[config.mk]
export PLATFORM = sky130hd
export DESIGN_NAME = cell_scan
export DESIGN_NICKNAME = d
export VERILOG_FILES = /design/src/rtl/cell_scan_pkg.sv /design/src/rtl/cell_scan_dwell_timer.sv /design/src/rtl/cell_scan.sv
export SDC_FILE = /design/constraint.sdc
export NUM_CORES = 1
export LEC_CHECK = 0
export BUFFER_PORTS_ARGS = -buffer_cell sky130_fd_sc_hd__buf_2
export CORE_MARGIN = 8
export CORE_UTILIZATION = 45
export CTS_CLUSTER_DIAMETER = 60
export DETAILED_ROUTE_END_ITERATION = 8
export PLACE_DENSITY = 0.68
export SLEW_MARGIN = 25
export SYNTH_ARGS = -nofsm -noshare
export SYNTH_HDL_FRONTEND = slang
export SYNTH_SLANG_ARGS = --single-unit
export TNS_END_PERCENT = 50
[constraint.sdc]
create_clock -name i_clk -period 5.5 [get_ports i_clk]
set_input_delay 0 -clock i_clk [delete_from_list [all_inputs] [get_ports i_clk]]
set_output_delay 0 -clock i_clk [all_outputs]
set_load 0.02 [all_outputs]
[src/rtl/cell_scan_pkg.sv]
// Shared definitions for the display-scan controller: cell code layout and scan FSM states.
package cell_scan_pkg;

  localparam logic [2:0] CELL_EMPTY  = 3'd0;
  localparam logic [2:0] CELL_AIR    = 3'd1;
  localparam logic [2:0] CELL_DIRT   = 3'd2;
  localparam logic [2:0] CELL_GROUND = 3'd3;
  localparam logic [2:0] CELL_QUEEN  = 3'd4;
  localparam logic [2:0] CELL_ANT    = 3'd5;
  localparam logic [2:0] CELL_SUGAR  = 3'd6;
  localparam logic [2:0] CELL_TUNNEL = 3'd7;

  localparam int ANT_BIT   = 3;
  localparam int SUGAR_BIT = 4;
  localparam int CODE_W    = SUGAR_BIT + 1;

  typedef enum logic [1:0] {
    FETCH   = 2'd0,
    CAPTURE = 2'd1,
    SHOW    = 2'd2
  } scan_state_t;

endpackage

[src/rtl/cell_scan_dwell_timer.sv]
// Loadable down-counter that times how long each digit stays lit; flags when it reaches zero.
module cell_scan_dwell_timer #(
  parameter int WIDTH = 2
) (
  input  logic             i_clk,
  input  logic             i_rst_n,
  input  logic             i_load,
  input  logic [WIDTH-1:0] i_load_val,
  input  logic             i_dec,
  output logic [WIDTH-1:0] o_count,
  output logic             o_zero
);

  logic [WIDTH-1:0] r_count;

  always_ff @(posedge i_clk or negedge i_rst_n) begin
    if (!i_rst_n) begin
      r_count <= '0;
    end else if (i_load) begin
      r_count <= i_load_val;
    end else if (i_dec && (r_count != '0)) begin
      r_count <= r_count - 1'b1;
    end
  end

  assign o_count = r_count;
  assign o_zero  = (r_count == '0);

endmodule

[src/rtl/cell_scan.sv]
// Scans a horizontal window of the grid RAM, one read per digit, and multiplexes the
// returned cell codes onto a single segment decoder with a programmable dwell.
module cell_scan
  import cell_scan_pkg::*;
#(
  parameter int DIGITS = 4,
  parameter int COL_W  = 4,
  parameter int ROW_W  = 4,
  parameter int DWELL  = 50000
) (
  input  logic                   i_clk,
  input  logic                   i_rst_n,
  input  logic [COL_W-1:0]       i_view_x,
  input  logic [ROW_W-1:0]       i_view_y,
  output logic [ROW_W+COL_W-1:0] o_mem_addr,
  input  logic [CODE_W-1:0]      i_mem_data,
  output logic [CODE_W-1:0]      o_cell_code,
  output logic [DIGITS-1:0]      o_digit_en,
  output logic                   o_frame_done
);

  localparam int CNT_W = (DWELL > 1) ? $clog2(DWELL) : 1;
  localparam int IDX_W = $clog2(DIGITS);
  localparam logic [CNT_W-1:0] DWELL_LOAD = CNT_W'(DWELL - 1);
  localparam logic [IDX_W-1:0] LAST_IDX = IDX_W'(DIGITS - 1);
  localparam logic SINGLE_DWELL = (DWELL == 1);

  scan_state_t r_state, w_next_state;

  logic [IDX_W-1:0]       r_idx, w_next_idx;
  logic [COL_W-1:0]       r_col_lat;
  logic [ROW_W-1:0]       r_row_lat;
  logic                   r_started;
  logic [ROW_W+COL_W-1:0] r_mem_addr;
  logic [CODE_W-1:0]      r_cell_code;
  logic [DIGITS-1:0]      r_digit_en;
  logic                   r_frame_done;

  logic             w_load, w_dec, w_leave_show, w_last_show_next;
  logic [CNT_W-1:0] w_count;
  logic             w_zero;

  cell_scan_dwell_timer #(.WIDTH(CNT_W)) u_dwell_timer (
    .i_clk      (i_clk),
    .i_rst_n    (i_rst_n),
    .i_load     (w_load),
    .i_load_val (DWELL_LOAD),
    .i_dec      (w_dec),
    .o_count    (w_count),
    .o_zero     (w_zero)
  );

  always_ff @(posedge i_clk or negedge i_rst_n) begin
    if (!i_rst_n) r_state <= FETCH;
    else          r_state <= w_next_state;
  end

  // The first FETCH after reset only primes the address from the live view.
  always_comb begin
    w_next_state = r_state;
    w_load       = 1'b0;
    w_dec        = 1'b0;
    w_leave_show = 1'b0;
    case (r_state)
      FETCH:   if (r_started) w_next_state = CAPTURE;
      CAPTURE: begin
        w_next_state = SHOW;
        w_load       = 1'b1;
      end
      SHOW: begin
        if (w_zero) begin
          w_next_state = FETCH;
          w_leave_show = 1'b1;
        end else begin
          w_dec = 1'b1;
        end
      end
      default: w_next_state = FETCH;
    endcase
  end

  always_comb begin
    w_next_idx = (r_idx == LAST_IDX) ? '0 : r_idx + 1'b1;
    w_last_show_next = (r_idx == LAST_IDX) &&
                       (((r_state == CAPTURE) && SINGLE_DWELL) ||
                        ((r_state == SHOW) && !w_zero && (w_count == CNT_W'(1))));
  end

  // Addresses are registered on entry to FETCH; digit 0 re-samples the view window.
  always_ff @(posedge i_clk or negedge i_rst_n) begin
    if (!i_rst_n) begin
      r_started    <= 1'b0;
      r_idx        <= '0;
      r_col_lat    <= '0;
      r_row_lat    <= '0;
      r_mem_addr   <= '0;
      r_cell_code  <= {2'b00, CELL_EMPTY};
      r_digit_en   <= '0;
      r_frame_done <= 1'b0;
    end else begin
      r_frame_done <= w_last_show_next;
      if ((r_state == FETCH) && !r_started) begin
        r_started  <= 1'b1;
        r_col_lat  <= i_view_x;
        r_row_lat  <= i_view_y;
        r_mem_addr <= {i_view_y, i_view_x};
      end
      if (r_state == CAPTURE) begin
        r_cell_code <= i_mem_data;
        r_digit_en  <= {{(DIGITS-1){1'b0}}, 1'b1} << r_idx;
      end
      if (w_leave_show) begin
        r_digit_en <= '0;
        r_idx      <= w_next_idx;
        if (w_next_idx == '0) begin
          r_col_lat  <= i_view_x;
          r_row_lat  <= i_view_y;
          r_mem_addr <= {i_view_y, i_view_x};
        end else begin
          r_mem_addr <= {r_row_lat, r_col_lat + COL_W'(w_next_idx)};
        end
      end
    end
  end

  assign o_mem_addr   = r_mem_addr;
  assign o_cell_code  = r_cell_code;
  assign o_digit_en   = r_digit_en;
  assign o_frame_done = r_frame_done;

endmodule

==> impl_summary.txt <==
----------------------------------------------------
[Status]
  Result of the run ... complete, no violations

[STA]
  Final Worst Setup Slack ... 2470 ps
  Transition at the pin with the smallest max-transition slack ... 820 ps
  Share of the clock period used by the worst path ... 55.1%
  Max-slew violations ... 0
  Worst rel slew slack ... 45.3%
  Fmax ... 330 MHz
  Hold Fails Final Rpt ... 0
  Worst clock skew ... 7.50 ps
  Setup repair after global routing missed its margin ... false
  Finish-stage setup viols ... 0
  Minimum clock period ... 3030 ps
  Final setup TNS ... 0 ps

[Finish]
  Final Net Count ... 272
  Count of inserted antenna diode cells ... 0
  Fraction of final layout cells with drive strength greater than 1 ... 23.7%
  Layout overhead on the synthesized area ... 20.7%
  Final standard cell area without fillers ... 2760 sq um

[Die]
  Overall die area ... 7610 sq um
  Core Region ... 5010 sq um
  Horizontal die dimension ... 87.2 microns
  Boundary pin count ... 33
  Initial standard-cell utilization of the core ... 45.6%
  Placement row count ... 26
  Die Ht ... 87.2 microns

[Clock network]
  PostCTS Resize Cnt ... 0
  CTS H-Tree Depth ... 2
  Library cell used as clock root buffer ... clkbuf_8
  CTS tree ... built
  # Post-CTS Setup Buffers ... 0
  CTS sink cnt ... 47
  Clk buf depth ... 2
  Number of buffers created by CTS ... 5
  Clock edge transition at the registers on the reported setup and hold paths ... 90 ps
  Clock insertion delay at the later pin of the skew report ... 300 ps

[Global routing]
  Largest net degree at the start of global routing ... 48
  Wire length of the first global-routing pass ... 7880 microns
  Overflow after GRT ... 0
  Tot GR Track Use ... 13.1%
  Number of global-route vias before repair ... 1,659
  Antenna violations before repair ... 0

[Setup path]
  Data required time of the critical path ... 5690 ps
  Worst setup SP type ... flop
  Worst-case register-to-register setup slack ... 2470 ps
  Critical Path Fanout Max ... 16
  Kind of critical path ... reg -> reg
  Endpoint class of the critical path ... flop
  Arrival time of data at the critical path endpoint ... 3220 ps

[Placement]
  Half-perimeter wire length of the detailed placement result ... 3040 microns
  Placer's final routability congestion estimate ... 0.762
  DP Worst Slack ... 2500 ps
  Post-DP Area ... 2480 sq um
  Port Buffers ... 32

[Synth]
  Proportion of synthesized chip area in sequential cells ... 51.5%
  Share of the synthesized area in compound gates (AO/OA/AOI/OAI) ... 9.75%
  Yosys reg bits ... 47
  Number of instances in the synthesized netlist ... 204
  Syn_nets ... 228
  Fraction of synthesized area in multiplexers ... 6.58%
  Area share of the largest cell type after synthesis ... 51.5%
  Top cells by area in the synthesized netlist ... dfrtp_1 (52%), nand2_1 (5.3%), ha_1 (4.4%)
  Number of distinct library cell variants in the gate-level netlist after synthesis ... 49
  Adder-cell share of the synthesized area ... 5.26%
  Warnings, synthesis ... 0
  Main combinational cell family by area after synthesis ... simple AND/OR/NAND/NOR gates
  Area share of and/or/nand/nor cells after synthesis ... 19.8%
  Xor/xnor share of the synthesized area ... 3.45%
  Area leader, netlist ... dfrtp_1
  Mean area per synthesized cell ... 11.2 sq um
  Post-Syn Area ... 2280 sq um

[Run]
  Total of max-cap violations ... 0

[Detailed routing]
  DRC violations left ... 0
  Routed wire length per instance ... 14.2 microns
  Violation count after the first detailed-route iteration ... 92
  Vias per Instance ... 5.22
  Antenna-violating nets left ... 0
  Number of iterations in the first detailed-routing pass ... 6
  WL final ... 4520 microns
  Via count ... 1,665

[Pwr]
  Power per Cell Area ... 253 nW/um^2
  Overall power after layout ... 698 uW
  Peak VDD IR ... 0.166 mV
  P_leak ... 0.00126 uW

[Min path]
  Hold crit path type ... in -> async

----------------------------------------------------
==> worst paths after layout <==
| path | start | end | cells after the start |
|---|---|---|---|
| max | u_dwell_timer.o_count[5] | r_col_lat[3] | 5 |
| min | i_rst_n | u_dwell_timer.o_count[11] | 2 |
| max reg2reg | u_dwell_timer.o_count[5] | r_col_lat[3] | 5 |
| min reg2reg | o_cell_code[0] | o_cell_code[0] | 2 |
| max in group asynchronous | i_rst_n | r_col_lat[3] | 2 |
| min in group i_clk | i_mem_data[2] | o_cell_code[2] | 4 |
==> critical path, cell delays in order, from the launching register on <==
cell	delay, ps
dfrtp_1	390
or4_1	670
nor4b_4	620
nand3_4	320
o21ai_4	520
mux2_2	390
==> what timing repair did <==
item | in CTS | in global routing
hold buffers | 14 | 0
hold endpoints to repair | 68 | 0
setup endpoints to repair | 0 | 0
==> Yosys cell counts, drive strengths merged <==
cell / count
a211oi: 2
a21oi: 4
a221o: 7
a221oi: 1
a31o: 1
a31oi: 2
a41oi: 1
and2: 1
and3: 7
and3b: 1
buf: 4
clkbuf: 6
dfrtp: 47
fa: 1
ha: 8
inv: 7
mux2: 10
mux2i: 3
nand2: 32
nand2b: 4
nand3: 7
nand3b: 1
nand4: 1
nand4b: 1
nor2: 12
nor2b: 2
nor3: 4
nor3b: 1
nor4: 4
nor4b: 1
o21ai: 2
o21bai: 1
o311ai: 2
o31a: 1
o41ai: 2
or2: 1
or3: 1
or4: 1
or4b: 1
xnor2: 3
xor2: 6
==> layout by cell type, fill, tap and decap left out, drive strengths merged, types with 3 or more instances in the layout <==
cell,count
buf,33
dlygate4sd3,14
inv,7
xor2,6
dfrtp,47
a221o,7
nor3,4
xnor2,3
mux2,10
a21oi,4
and3,7
nand2,32
nor2,12
clkbuf,6
ha,8
mux2i,3
nor4,4
nand2b,4
nand3,7
==> report_power, final <==
part	switching (uW)	leakage, uW	internal [uW]
sequential	4.17	0.000562	353
combinational	22.8	0.000634	22.1
clock	115	0.0000654	182
==> sequential cells by signal, summed over array words and instances (netlist names), 2 cells and up <==
register               cells
o_cell_code                5
r_idx                      2
o_mem_addr                 8
r_col_lat                  4
r_row_lat                  4
r_state                    2
u_dwell_timer.o_count     16
o_digit_en                 4
==> routing by layer <==
layer	part of all wire (%)	track usage, %	up-vias
met3	6.2	5.28	6
met2	44	19.2	42
met1	49	17.3	809
li1	-	-	808
met5	0	0	-
met4	0.91	3.59	0
==> kinds of logic (layout without fill, tap and decap cells) <==
kind of cell,Yosys count,in the layout
mux,13,13
buf+inv,17,62
fa+ha+maj,9,9
flops,47,47
compound gates,26,26
xor+xnor,9,9
simple gates,83,83
==> area by class of cell <==
class	instances	area (sq um)
Timing Repair Buffer	47	310
Clock buffer	6	72.6
Fill cell	467	2250
Inverter	7	26.3
Clock inverter	2	60.1
Multi-Input combinational cell	140	1020
Tap cell	70	87.6
Sequential cell	47	1180
==> per-stage QoR <==
step	hold slack (ps)	util, %	instances
finish	226	55.0	319
global route	282	55.0	319
detailed placement	196	49.5	297
CTS	416	55.0	319
global placement	191	49.5	297
floorplan	-296	-	204
(Power assumes the default switching activity.)
